File: src/rtl/vga_timing_gen.sv
// vga_timing_gen: 640x480@60 raster counters with registered syncs, blank and frame/line markers.
module vga_timing_gen #(
  parameter int H_VISIBLE = 640,
  parameter int H_FP      = 16,
  parameter int H_SYNC    = 96,
  parameter int H_BP      = 48,
  parameter int V_VISIBLE = 480,
  parameter int V_FP      = 10,
  parameter int V_SYNC    = 2,
  parameter int V_BP      = 33
) (
  input  logic       vga_clk,
  input  logic       reset_n,
  output logic [9:0] DrawX,
  output logic [9:0] DrawY,
  output logic       hs,
  output logic       vs,
  output logic       blank,
  output logic       line_start,
  output logic       frame_start,
  output logic [7:0] frame_count
);
  localparam int H_TOTAL = H_VISIBLE + H_FP + H_SYNC + H_BP;
  localparam int V_TOTAL = V_VISIBLE + V_FP + V_SYNC + V_BP;
  localparam logic [9:0] H_LAST  = 10'(H_TOTAL - 1);
  localparam logic [9:0] V_LAST  = 10'(V_TOTAL - 1);
  localparam logic [9:0] H_VIS   = 10'(H_VISIBLE);
  localparam logic [9:0] V_VIS   = 10'(V_VISIBLE);
  localparam logic [9:0] HS_BEG  = 10'(H_VISIBLE + H_FP);
  localparam logic [9:0] HS_END  = 10'(H_VISIBLE + H_FP + H_SYNC - 1);
  localparam logic [9:0] VS_BEG  = 10'(V_VISIBLE + V_FP);
  localparam logic [9:0] VS_END  = 10'(V_VISIBLE + V_FP + V_SYNC - 1);
  logic [9:0] hc, vc, hc_n, vc_n;
  logic       fs_n;
  assign DrawX = hc;
  assign DrawY = vc;
  // Decode the next-state counters so every flag lands in the same cycle as its count.
  always_comb begin
    hc_n = (hc == H_LAST) ? 10'd0 : hc + 10'd1;
    vc_n = (hc != H_LAST) ? vc : (vc == V_LAST) ? 10'd0 : vc + 10'd1;
    fs_n = (hc_n == 10'd0) && (vc_n == 10'd0);
  end
  always_ff @(posedge vga_clk or negedge reset_n) begin
    if (!reset_n) begin
      hc          <= H_LAST;
      vc          <= V_LAST;
      hs          <= 1'b1;
      vs          <= 1'b1;
      blank       <= 1'b0;
      line_start  <= 1'b0;
      frame_start <= 1'b0;
      frame_count <= 8'd0;
    end else begin
      hc          <= hc_n;
      vc          <= vc_n;
      hs          <= !((hc_n >= HS_BEG) && (hc_n <= HS_END));
      vs          <= !((vc_n >= VS_BEG) && (vc_n <= VS_END));
      blank       <= (hc_n < H_VIS) && (vc_n < V_VIS);
      line_start  <= (hc_n == 10'd0);
      frame_start <= fs_n;
      frame_count <= frame_count + 8'(fs_n);
    end
  end
endmodule

File: config.mk
export PLATFORM = sky130hd
export DESIGN_NAME = vga_timing_gen
export DESIGN_NICKNAME = d
export VERILOG_FILES = /design/src/rtl/vga_timing_gen.sv
export SDC_FILE = /design/constraint.sdc
export NUM_CORES = 1
export LEC_CHECK = 0
export ABC_CLOCK_PERIOD_IN_PS = 8100
export BUFFER_PORTS_ARGS = -buffer_cell sky130_fd_sc_hd__buf_2
export CORE_ASPECT_RATIO = 0.9
export CORE_MARGIN = 1
export CORE_UTILIZATION = 45
export DETAILED_ROUTE_END_ITERATION = 8
export PLACE_DENSITY = 0.67
export SETUP_SLACK_MARGIN = 0.1
export SLEW_MARGIN = 15
export SYNTH_ARGS = -nofsm -noshare
export SYNTH_HDL_FRONTEND = slang
export SYNTH_SLANG_ARGS = --single-unit
File: constraint.sdc
create_clock -name vga_clk -period 8.1 [get_ports vga_clk]
set_input_delay 0 -clock vga_clk [delete_from_list [all_inputs] [get_ports vga_clk]]
set_output_delay 0 -clock vga_clk [all_outputs]
set_load 0.005 [all_outputs]
# --- After elaboration in Yosys (flattened, before gate mapping) ---
# Index checks and enable logic that the tools add are counted.
totals:
  reg_bits: 33
  input_bits: 2
  out_inout_bits: 33
  wordCells: 31
op_classes:
  n_addsub: 3
  magnitude_cmp: 6
  n_eq_ne: 3
  mux: 3
  reduce_logical: 8
op_table:
  columns: ["cell", "count"]
  rows:
  - ["10-bit two-way mux", 3]
  - ["10-bit by 1-bit adder with 10-bit output (second input constant)", 2]
  - ["10-bit == test (second input constant)", 2]
  - ["10-bit logical NOT", 2]
  - ["10-bit greater-or-equal comparator (second input constant)", 1]
  - ["10-bit by 9-bit greater-or-equal comparator with 1-bit output (second input constant)", 1]
  - ["10-bit less-or-equal comparator (second input constant)", 1]
  - ["10-bit by 9-bit less-or-equal comparator with 1-bit output (second input constant)", 1]
  - ["10-bit < comparator (second input constant)", 1]
  - ["10-bit by 9-bit < comparator with 1-bit output (second input constant)", 1]
  - ["10-bit inequality test (second input constant)", 1]
  - ["8-bit by 1-bit adder with 8-bit output", 1]
  - ["1-bit logical AND", 4]
  - ["1-bit logical NOT", 2]

# --- Longest topological paths before layout ---
depth:
  word_depth: 6
  ltp_mapped: 13

# --- Worst setup path after synthesis ---
# OpenSTA, ideal clock, no wires.
synth_timing:
  path_kind: "flip-flop to flip-flop"
  from: "register hc[4], in the netlist DrawX[4]"
  to: "register frame_count[7]"
  arrival_time_ns: 3.279
  required_time_ns: 7.977
  slack_ns: 4.698
  path_stages_with_launch: 13
  synth_period_minus_slack_ns: 3.402
  cell_sequence: "dfstp_2 -> clkbuf_1 -> nand4_1 -> or3_4 -> nor3_1 -> xnor2_1 -> or3b_1 -> nor4b_2 -> ha_1 -> and3_1 -> nand3_1 -> or2_2 -> xnor2_1"
synth_between:
  elab_chain_len: 5
  word_cells_on_any_way: 9
  cone_classes: "add/sub (2); eq/ne (2); mux (2); reduce/logical (3)"
synth_rtl:
  columns: ["element", "line", "source"]
  rows:
  - ["start, declared", "33", "logic [9:0] hc, vc, hc_n, vc_n;"]
  - ["start signal, assigned", "54", "hc <= hc_n;"]
  - ["10-bit by 1-bit adder with 10-bit output (tied with other cells)", "39", "hc_n = (hc == H_LAST) ? 10'd0 : hc + 10'd1;"]
  - ["10-bit two-way mux (on tied branches)", "39, 40", null]
  - ["10-bit logical NOT", "41", "fs_n = (hc_n == 10'd0) && (vc_n == 10'd0);"]
  - ["1-bit logical AND *", "41", null]
  - ["net fs_n", "34", "logic fs_n;"]
  - ["8-bit by 1-bit adder with 8-bit output *", "61", "frame_count <= frame_count + 8'(fs_n);"]
  - ["end signal, assigned", "61", null]
  - ["end, declared", "21", "output logic [7:0] frame_count"]
# The timed path passes the listed nets; every way through them passes the cells marked *.

# --- Final worst setup path ---
layout_timing:
  from: "register hc[0], in the netlist DrawX[0]"
  to: "register frame_count[7]"
# The elaborated chain is that of the path after synthesis.

==> summary.md <==
| Metric | Value |
|---|---|
| Final Critical Period | 3.85 ns |
| Worst VDD drop | 0.0938 mV |
| Initial antenna violation count | 0 |
| CTS buffer count | 5 |
| Crit path from | DrawX[0]$_DFF_PN1_ |
| Core area | 3810 um2 |
| Max-Cap Viols | 0 |
| Overflow after GRT | 0 |
| Die width | 69.4 um |
| Minimum hold slack | 0.298 ns |
| Largest area contributor in the netlist | dfrtp_1 |
| Die extent in y | approximately 63 um |
| DRC | 0 |
| Hpwl dp | 2.88 mm |
| Worst skew pair latency | 0.28 ns |
| Tcrit/Tclk final | 47.5% |
| Crit Path Category | flop to flop |
| Post-Route WL | 3.86 mm |
| Post-Layout Inst Area | 2120 um2 |
| Unique cell type count in the Yosys netlist | 44 |
| Final total power | 0.000286 W |
| First-pass GRT wire length | 6.67 mm |
| Gr usage total | 19.6% |
| Critical Path End Type | flop |
| # port buffers | 34 |
| Row count | 21 |
| F_max | 260 MHz |
| RSZ-0062 raised after global routing | no |
| Most frequent cells after synthesis | 21 x dfrtp_1, 15 x nand3_1, 13 x xnor2_1 |
| Number of nets in the layout | 223 |
| Vias in the first global route | 1388 |
| Clock root buffer | clkbuf_8 |
| Iteration-0 DRC Markers | 100 |
| Largest family of logic cells by synthesized area | simple AND/OR/NAND/NOR gates |
| Synth-to-Final Area Change | 15.1% |
| Clock tree buffer depth | 2 |
| Post-synthesis mux area share | 2.45% |
| Lkg Pwr | 1.00 nW |
| Routed length per instance | 14.8 um |
| Synth top area cells | dfrtp_1 29%, dfstp_2 17%, xnor2_1 6.2% |
| Adder-cell share of the synthesized area | 4.76% |
| Synth Area in XOR/XNOR | 10.5% |
| Synth Area in Simple Gates | 24.0% |
| Synth Instances | 180 |
| Net Count, Synth | around 190 |
| YS warnings | 0 |
| Initial Utilization | 48.3% |
| Layout cells sized above 1 | between 30% and 40% |
| Outcome | complete, no violations |
| Number of setup violations in the final report | 0 |
| Avg Inst Size Synth | 10.2 um2 |
| Synth Area in Compound Gates | 8.15% |
| Setup_tns | 0 ns |
| Detail Route Antenna Nets | 0 |
| Via count | 1464 |
| Pin slew with the least headroom to its limit | 0.726 ns |
| Critical path fanouts, max | 11 |
| Register clock-pin slew on the reported worst setup and hold paths | 0.06 ns |
| GPL Wtd Cong | 0.871 |
| Post-DP Area | 2020 um2 |
| Clock Sink Count | 33 |
| Filler cell count | 340 |
| Drt pass-1 iters | 4 |
| Htree depth | 2 |
| Endpoints failing hold | 0 |
| CTS tree | built |
| #FFs+latches synth | 33 |
| Post-Syn Area | between 1500 and 2000 um2 |
| Primary FF master, synth | dfrtp_1 |
| Mean number of vias per cell | 5.61 |
| Cell Pwr Density | 135 nW/um2 |
| Top cell type's share of synthesized area | 28.5% |
| Reg2reg start | DrawX[0]$_DFF_PN1_ |
| Largest net degree at the start of global routing | 34 |
| Most frequent cell after synthesis | dfrtp_1 |
| Synth async-reset ratio | 100% |
| N_diodes | 0 |
| Quantity of gates resized following cts | 0 |
| Number of enable flip-flop cells after synthesis | 0 |
| Startpoint types | flop |
| Fin. max-slew vios | 0 |
| Register area share after synthesis | ~46% |
| Worst min path class | input port to async pin |
| Die area | 4350 um2 |
| Worst Path Arrival | 4.01 ns |
| IO Pins | 35 |
| Slew headroom | roughly 51% |
| Critical path data required time | 8.27 ns |
| Skew final | between 0.002 and 0.003 ns |
## logic make-up (layout without fill, tap and decap cells)
logic type      count (synthesis)  in the layout
simple gates                   74             74
mux                             3              3
compound gates                 23             23
buf+inv                        18             53
flops                          33             33
fa+ha+maj                       7              7
xor+xnor                       22             22
## metal layers
| metal | part of all wire (%) | track usage (%) | up-vias |
|---|---|---|---|
| li1 | - | - | 697 |
| met1 | 48 | 26.7 | 719 |
| met2 | 46 | 29.1 | 39 |
| met3 | 4.7 | 5.00 | 9 |
| met4 | 2.0 | 9.18 | 0 |
| met5 | 0 | 0 | - |
## worst max-delay path, stage by stage (launching register included)
cell,delay [ns]
dfstp_2,0.58
ha_1,0.21
nand4_1,0.29
nor3_2,0.63
nand3_1,0.17
xor2_1,0.24
or3b_1,0.39
nor4b_2,0.27
ha_1,0.24
and3_1,0.15
nand3_1,0.10
or2_2,0.32
xnor2_1,0.13
## registers in the layout, summed over array words and instances, names as in the netlist
| name | count |
|---|---|
| DrawY | 10 |
| frame_count | 8 |
| vs | 1 |
| hs | 1 |
| line_start | 1 |
| frame_start | 1 |
| DrawX | 10 |
| blank | 1 |
## what timing repair did
action,4_1_cts,5_1_grt
hold buffers,1,0
setup buffers,0,0
hold endpoints to repair,21,0
## placed cells by master (no fill, tap or decap), types with 4 or more instances in the layout
master     n
ha_1       7
nor3_1     5
a31oi_1    4
and3_1     5
clkbuf_8   5
nand3_1   15
xor2_1     9
buf_2     34
nor2_1    12
dfstp_2   12
xnor2_1   13
dfrtp_1   21
inv_1     10
a21oi_1    5
nand2_1   12
o21ai_0    4
## area by class of cell
class	instances	area, um2	area share, %
multi-input cells	129	922	43.5
flip-flops and latches	33	841	39.7
repair buffers	35	180	8.50
clock buffers	7	76.3	3.60
well taps	46	57.6	2.72
inverters	10	37.5	1.77
clock inverters	1	5.00	0.236
## final timing paths
kind / to / cells after the start / slack (ns)
setup / recovery: frame_count[7]$_DFF_PN0_ / 12 / 4.25
min in group vga_clk: frame_count[7]$_DFF_PN0_ / 1 / 0.47
hold / removal: frame_count[3]$_DFF_PN0_ / 2 / 0.30
setup reg to reg: frame_count[7]$_DFF_PN0_ / 12 / 4.25
max in group asynchronous: DrawY[7]$_DFF_PN0_ / 2 / 7.35
hold reg to reg: frame_count[7]$_DFF_PN0_ / 1 / 0.47
## power by group
group	leakage (nW)	switching [W]	total, W	internal [W]
Clock	0.0422	0.0000568	0.000117	0.0000602
Sequential	0.408	0	0.000165	0.000165
Combinational	0.552	0.00000300	0.00000348	0.000000482
Total	1.00	0.0000598	0.000286	0.000226
## per-stage QoR
step | cells | utilization [%] | setup WS (ns)
floorplan | 180 | - | 4.70
global route | 261 | 55.6 | 3.94
CTS | 261 | 55.5 | 3.85
global placement | 252 | 53.1 | 4.15
finish | 261 | 55.6 | 4.25
detailed placement | 252 | 53.1 | 3.92
Power figures use the tool's default switching activity.
